[src/rtl/chess_layout_streamer.sv]
// rtl/chess_layout_streamer.sv - renders a captured 8x8 chess layout as a 32x32 RGB565 pixel stream
// Each square is 4x4 pixels; highlight rings take the outer pixels, the piece takes the 2x2 interior.
module chess_layout_streamer #(
   parameter int CHESS_SQUARES = 64,
   parameter int SQUARE_WIDTH  = 8,
   parameter int MATRIX_WIDTH  = CHESS_SQUARES*SQUARE_WIDTH
) (
   input  logic                    OutClock,
   input  logic                    resetApp,
   input  logic [MATRIX_WIDTH-1:0] Layout,
   input  logic                    FrameStart,
   input  logic                    PixelReady,
   output logic [15:0]             PixelData,
   output logic                    PixelValid,
   output logic [4:0]              PixelX,
   output logic [4:0]              PixelY,
   output logic                    Busy,
   output logic                    FrameDone
);

   localparam logic [1:0] ST_IDLE   = 2'd0;
   localparam logic [1:0] ST_STREAM = 2'd1;
   localparam logic [1:0] ST_DONE   = 2'd2;

   logic [1:0]              r_state;
   logic [MATRIX_WIDTH-1:0] r_snap;
   logic [9:0]              r_cnt;
   logic [15:0]             r_pix;

   logic [MATRIX_WIDTH-1:0] w_src;
   logic [9:0]              w_cnt;
   logic [5:0]              w_idx;
   logic [6:0]              w_rec;
   logic [1:0]              w_sx;
   logic [1:0]              w_sy;
   logic                    w_border;
   logic                    w_last;
   logic [15:0]             w_color;

   // Pixel 0 is coloured straight from Layout because the snapshot loads on the same edge.
   assign w_src    = (r_state == ST_IDLE) ? Layout : r_snap;
   assign w_cnt    = (r_state == ST_IDLE) ? 10'd0 : r_cnt + 10'd1;
   assign w_idx    = {w_cnt[9:7], w_cnt[4:2]};
   assign w_rec    = w_src[int'(w_idx)*SQUARE_WIDTH +: 7];
   assign w_sx     = w_cnt[1:0];
   assign w_sy     = w_cnt[6:5];
   assign w_border = (w_sx == 2'd0) || (w_sx == 2'd3) || (w_sy == 2'd0) || (w_sy == 2'd3);
   assign w_last   = (r_cnt == 10'd1023);

   always_comb begin
      w_color = 16'h0000;
      if (w_border && w_rec[6])
         w_color = 16'hF800;
      else if (w_border && w_rec[4])
         w_color = 16'hFFE0;
      else if (w_border && w_rec[5])
         w_color = 16'h07E0;
      else if (!w_border && (w_rec[2:0] != 3'd0))
         w_color = w_rec[3] ? 16'hFFFF : 16'h0000;
      else
         w_color = (w_cnt[2] ^ w_cnt[7]) ? 16'h8410 : 16'hC618;
   end

   always_ff @(posedge OutClock or posedge resetApp) begin
      if (resetApp) begin
         r_state <= ST_IDLE;
         r_snap  <= '0;
         r_cnt   <= 10'd0;
         r_pix   <= 16'h0000;
      end else begin
         case (r_state)
            ST_IDLE: begin
               if (FrameStart) begin
                  r_snap  <= Layout;
                  r_cnt   <= 10'd0;
                  r_pix   <= w_color;
                  r_state <= ST_STREAM;
               end
            end
            ST_STREAM: begin
               if (PixelReady) begin
                  if (w_last) begin
                     r_cnt   <= 10'd0;
                     r_pix   <= 16'h0000;
                     r_state <= ST_DONE;
                  end else begin
                     r_cnt <= w_cnt;
                     r_pix <= w_color;
                  end
               end
            end
            ST_DONE: begin
               r_state <= ST_IDLE;
            end
            default: begin
               r_state <= ST_IDLE;
            end
         endcase
      end
   end

   // The counter is zero whenever no frame streams, so coordinates read 0 outside STREAM.
   assign PixelData  = r_pix;
   assign PixelX     = r_cnt[4:0];
   assign PixelY     = r_cnt[9:5];
   assign PixelValid = (r_state == ST_STREAM);
   assign Busy       = (r_state != ST_IDLE);
   assign FrameDone  = (r_state == ST_DONE);

endmodule
[config.mk]
export PLATFORM = sky130hd
export DESIGN_NAME = chess_layout_streamer
export DESIGN_NICKNAME = d
export VERILOG_FILES = /design/src/rtl/chess_layout_streamer.sv
export SDC_FILE = /design/constraint.sdc
export NUM_CORES = 1
export LEC_CHECK = 0
export ABC_AREA = 1
export CAP_MARGIN = 30
export CORE_MARGIN = 5
export CORE_UTILIZATION = 45
export CTS_BUF_LIST = sky130_fd_sc_hd__clkbuf_2
export CTS_CLUSTER_SIZE = 20
export DETAILED_ROUTE_END_ITERATION = 16
export GPL_TIMING_DRIVEN = 0
export PLACE_DENSITY = 0.71
export SYNTH_ARGS = -nofsm -noshare
export SYNTH_HDL_FRONTEND = slang
export SYNTH_SLANG_ARGS = --single-unit
[constraint.sdc]
create_clock -name OutClock -period 40.8 [get_ports OutClock]
set_clock_uncertainty 0.1 [all_clocks]
set_input_delay 8.16 -clock OutClock [delete_from_list [all_inputs] [get_ports OutClock]]
set_output_delay 8.16 -clock OutClock [all_outputs]
set_load 0.05 [all_outputs]
## Yosys cells after proc, flatten, opt, wreduce, memory -nomap -nowiden

Cells that the tools add are included.

- Bits in registers: 540
- Bits of input ports: 516
- Logic and storage cells: 52

- Add/subtract/negate cells: 1
- Eq/ne operators: 8
- Shifts and indexed selects: 1
- Muxes and demuxes: 20
- Bitwise gates (word level): 1
- Reductions and logical operators: 17

Operators with widths:

| kind | number |
|---|---|
| $mux 512 | 1 |
| $shiftx 512x10->7 | 1 |
| $mux 16 | 8 |
| $mux 10 | 4 |
| $pmux 16 s2 | 1 |
| $pmux 10 s2 | 1 |
| $mux 15 | 1 |
| $add 10x1->10 const B | 1 |
| $eq 10x10->1 const B | 1 |
| $eq 2x2->1 const B | 3 |
| $logic_not 2->1 | 3 |
| $mux 2 | 3 |
| $reduce_and 3->1 | 2 |
| $logic_and 1x1->1 | 4 |
| $ne 2x2->1 const B | 2 |
| $pmux 2 s2 | 1 |
| $reduce_bool 2->1 | 2 |
| $logic_or 1x1->1 | 3 |
| $reduce_bool 3->1 | 1 |
| $eq 2x1->1 const B | 1 |
| $ne 2x1->1 const B | 1 |
| $reduce_and 2->1 | 1 |
| $logic_not 1->1 | 1 |
| $xor 1x1->1 | 1 |

## Longest topological paths before layout

- Depth after elaboration: 15
- Depth in mapped cells: 22

## Worst setup path before layout

Ideal clock, no wire load.

- Kind: input port to flip-flop
- Start point: input Layout[193]
- End point: register r_pix[14] (netlist: PixelData[14])
- Library setup time: 122 ps
- Arrival: 9,183 ps
- Required time: 40,578 ps
- Slack: 31,395 ps
- Stages on the path: 16
- Path buffers: 0
- Cell sequence: inv_1 -> nand2_1 -> o21ai_0 -> nand2_1 -> o21ai_0 -> nand2_1 -> nand3_1 -> nand2_1 -> nor2_1 -> nor2_1 -> nor2_1 -> nand2_1 -> nand4_1 -> nand2_1 -> nand3_1 -> nand2_1

- Word-level cells in the longest chain between the ends: 11
- Elaborated cells on any way between the ends: 12

Ends and longest elaborated chain:

| item | line | RTL |
|---|---|---|
| start: declaration | 10 | `input logic [MATRIX_WIDTH-1:0] Layout,` |
| $mux 512 * | 41 | `assign w_src = (r_state == ST_IDLE) ? Layout : r_snap;` |
| $shiftx 512x10->7 * | 44 | `assign w_rec = w_src[int'(w_idx)*SQUARE_WIDTH +: 7];` |
| $reduce_bool 3->1 * | 58 | `else if (!w_border && (w_rec[2:0] != 3'd0))` |
| $logic_and 1x1->1 * | 58 |  |
| $mux 16 * | 58 |  |
| $mux 16 * | 56 | `else if (w_border && w_rec[5])` |
| $mux 16 * | 54 | `else if (w_border && w_rec[4])` |
| $mux 16 * | 52 | `if (w_border && w_rec[6])` |
| $mux 16 | 82 | `if (w_last) begin` |
| $mux 16 | 81 | `if (PixelReady) begin` |
| $pmux 16 s2 * | 71 | `case (r_state)` |
| end signal: assignment | 76 | `r_pix <= w_color;` |
| end signal: assignment | 88 | `r_pix <= w_color;` |
| end: declaration | 28 | `logic [15:0] r_pix;` |

Mark *: on every way between the ends. The rest lies on a longest branch, timed or not. The select of a mux whose other input is x is not followed.
A chain may end at the register's enable or synchronous reset.

## Worst setup path after layout

- Start point: register r_state[0]
- End point: output Busy

- Word-level cells in the longest chain between the ends: 1

Ends and longest elaborated chain:

| item | line | RTL |
|---|---|---|
| start: declaration | 25 | `logic [1:0] r_state;` |
| start signal: assignment | 66 | `r_state <= ST_IDLE;` |
| start signal: assignment | 77 | `r_state <= ST_STREAM;` |
| start signal: assignment | 85 | `r_state <= ST_DONE;` |
| $reduce_bool 2->1 | 107 | `assign Busy = (r_state != ST_IDLE);` |
| end: declaration | 17 | `output logic Busy,` |

Every way passes these cells.

==> Flow_metrics.wiki <==
{| class="wikitable"
! Metric !! Value
|-
| Status || finished clean
|-
| Critical path data arrival time || 3.83 ns
|-
| Post-CTS clock slew at the launch and capture registers of the worst setup and hold paths || 0.09 ns
|-
| PortBufs || 480
|-
| Switching power of the nets || 1450 µW
|-
| Synth async-reset ratio || 100%
|-
| Highest signal layer in the routed design || met5
|-
| Worst path max stage delay || 0.89 ns
|-
| Met2 Routed Length || 60,000 µm
|-
| Dpl cell area || 31,600 µm²
|-
| Via/cell ratio || 5.88
|-
| Worst min-delay path endpoint || r_snap[290]
|-
| Leakage Power || 0.0165 µW
|-
| Initial Utilization || 45.5%
|-
| Highest attainable clock frequency || 82.7 MHz
|-
| Maximum number of pins on one net before global-route repair || 124
|-
| Final setup vio count || 0
|-
| Dominant cells by area after synthesis || dfrtp_1 46%, nand2_1 23%, o21ai_0 12%
|-
| Reg2reg end || PixelData[4]
|-
| Worst-path cell with the longest stage delay || clkdlybuf4s50_1
|-
| Count of boundary I/O pins || 545
|-
| Origin of the worst min-delay path || r_snap[290]
|-
| Max-cap violation count || 0
|-
| Die area || 61,800 µm²
|-
| Synthesized cell area || 25,600 µm²
|-
| WL per Instance || 28.6 µm
|-
| Synth Area per Inst || 6.89 µm²
|-
| Overall via count from detail_route || 30,600
|-
| Footprint of the multi-input gates || 11,200 µm²
|-
| Antenna violations before repair || 14
|-
| Post-route insts no fill || 5,209
|-
| Total number of nets in the final design || 4,873
|-
| Shortest period the worst path allows || 12.09 ns
|-
| Type of the worst setup path || flip-flop to output pin
|-
| Routed wl met3 || 22,500 µm
|-
| Internal power || 1250 µW
|-
| Grt total ovfl || 0
|-
| Cell occurring most often along the worst timing path || buf_2
|-
| Proportion of synthesized chip area in sequential cells || 45.8%
|-
| Hold-fix buffers, CTS || 0
|-
| Final worst-path cycle share || 29.6%
|-
| Gate count after technology mapping || 3,723
|-
| Core area || 56,400 µm²
|-
| Height of the die || 249 µm
|-
| H-tree level count || 4
|-
| X dimension of the die || 249 µm
|-
| Number of warnings reported in the yosys synthesis log || 0
|-
| Wire length of the first global-routing pass || 205,000 µm
|-
| Number of distinct library cell variants in the gate-level netlist after synthesis || 31
|-
| Number of cells after detailed placement || 4,973
|-
| RR Startpoint || r_state[0]
|-
| Count of cells along the worst register-to-register path || 17
|-
| Half-perimeter wire length after detailed placement || 111,000 µm
|-
| DR DRC count || 0
|-
| Logic pwr share || 56.4%
|-
| Yosys top cell by area || dfrtp_1
|-
| Register Area || 11,700 µm²
|-
| Most common cell in the synthesized netlist || nand2_1
|-
| Max Buffers Root-to-Sink || 3
|-
| Number of cells upsized or downsized after cts || 0
|-
| CTS tree || done
|-
| Max-slew violation count || 0
|-
| Layout cell share with drive strength beyond 1 || 8.68%
|-
| Endpoints failing hold || 0
|-
| Filler Cells Inserted || 5,627
|-
| Power share of the sequential group || 29.5%
|-
| Area Growth Syn to Fin || 28.6%
|-
| Routability congestion estimate from global placement || 1.06
|-
| Setup TNS || 0 ns
|-
| Number of global-route vias before repair || 28,700
|-
| Count of flip-flops with a built-in enable after synthesis || 0
|-
| Crit path max fanout || 10
|-
| Length of the first detailed-routing pass in iterations || 9
|-
| Max VDD drop || 0.0513 mV
|-
| Post-Synthesis Net Count || 4,240
|-
| Insertion delay of the later-clocked pin in the worst-skew pair || 1.35 ns
|-
| Most used flip-flop cell after synthesis || dfrtp_1
|-
| Required @ worst endpoint || 32.54 ns
|-
| Number of buffers inserted to repair setup after CTS || 0
|-
| Clock buffer count from CTS || 131
|-
| Worst reg-to-reg setup slack || 36.49 ns
|-
| Number of clock sinks seen by CTS || 469
|-
| Leading post-synthesis cells by instance count || 1,569 x nand2_1, 626 x o21ai_0, 469 x dfrtp_1
|-
| Worst hold path depth || 2
|-
| Count of state elements after synthesis || 469
|-
| CP Launch Type || flip-flop
|-
| Drt total wl || 149,000 µm
|-
| Final ANT Viol Nets || 0
|-
| Length of routed wiring on met1 || 54,800 µm
|-
| Post-route cell area || 33,000 µm²
|-
| Worst Max-Slew Pin Slew || 1.16 ns
|-
| Critical Path Sink Type || output pin
|-
| Path class of the lowest-slack min-delay path || flip-flop to flip-flop
|-
| Clk pwr share || 14.1%
|-
| Cell-by-cell listing of the critical path || inv_2 -> nand2_2 -> buf_2 -> buf_2 -> clkdlybuf4s50_1
|-
| Number of violations reported at the end of detailed-routing iteration 0 || 5,203
|-
| Tightest slew margin relative to the limit || 22.4%
|-
| Pwr/cell area || 82.0 nW/µm²
|-
| Unrepaired setup endpoints after global routing || no
|-
| Cell chosen for the clock root || clkbuf_2
|-
| Fraction of synthesized cell area taken by the top area cell type || 45.8%
|-
| Combined global-route utilization of all metal layers || 46.0%
|-
| Switching portion of total power || 53.9%
|-
| Cell Rows || 87
|}
## kinds of logic (layout without fill, tap and decap cells)
group,after synthesis,in the layout,share of synthesized area [%]
AND/OR/NAND/NOR,1909,1909,29.6
AO/OA/AOI/OAI,710,710,14.1
buffers and inverters,632,1347,10.4
flip-flops,469,469,45.8
XOR/XNOR,2,2,0.0683
adder cells (fa/ha/maj),1,1,0.0488
other,0,15,0
## flip-flops by register name, summed over array words and instances, names as in the netlist
name	flops
r_snap	448
r_cnt	10
PixelData	9
r_state	2
## worst max-delay path, delay by kind of cell (launching register included)
family / cells / cell delay, ns
simple gates: 1 / 0.22
flops: 1 / 0.41
buf+inv: 4 / 1.82
## metrics by stage
step / power (µW) / worst slack [ns] / utilization, % / hold WS, ns
4_1_cts: 2580 / 28.78 / 58.3 / 0.383
3_3_place_gp: 2180 / 13.05 / 55.7 / 0.357
2_1_floorplan: 1540 / 19.46 / - / 0.340
5_1_grt: 2780 / 28.82 / 58.4 / 0.402
6_report: 2700 / 28.71 / 58.4 / 0.380
3_5_place_dp: 2210 / 29.81 / 56.1 / 0.361
## placed cells by master, fill, tap and decap left out, types with 4 or more instances in the layout
cell type / n
nand2_1: 1569
o21ai_0: 626
clkdlybuf4s50_1: 480
dfrtp_1: 469
inv_1: 366
nand3_1: 263
clkbuf_2: 193
clkbuf_1: 115
buf_2: 90
nor2_1: 54
o21ai_1: 43
buf_4: 33
a21oi_1: 17
diode_2: 15
inv_2: 12
buf_6: 11
clkinv_1: 11
buf_8: 11
o211ai_1: 10
buf_1: 8
o22ai_1: 8
nand2_2: 5
nand3_2: 5
bufinv_16: 5
buf_16: 4
## worst max path at each step
stage,start,end,slack [ns]
2_1_floorplan,resetApp,PixelData[10],19.46
3_3_place_gp,resetApp,r_snap[284],13.05
3_5_place_dp,Layout[356],PixelData[4],29.81
4_1_cts,r_state[0],Busy,28.78
5_1_grt,r_state[1],Busy,28.82
6_report,r_state[0],Busy,28.71
## per-layer routing
layer / up-vias / GRT usage, %
met2: 2764 / 64.7
met5: - / 0
met4: 6 / 29.2
met3: 657 / 18.8
met1: 14200 / 58.6
li1: 13000 / -
## final cells by class
cell class | count | area share, %
clock buffer | 193 | 2.93
clock inverter | 22 | 0.718
inverter | 378 | 4.33
tap | 756 | 2.87
multi-input combinational | 2622 | 34.1
buffer | 254 | 3.79
timing repair buffer | 500 | 15.6
sequential | 469 | 35.6
antenna | 15 | 0.114
## power groups by stage
stage	Combinational (µW)	Sequential [µW]	Clock [µW]
after floorplan	765	780	0
after global placement	1390	793	0
after detailed placement	1410	796	0
after CTS	1420	788	373
after global routing	1570	813	397
final	1520	797	380
Note: power is estimated with default switching activity, not from simulation.
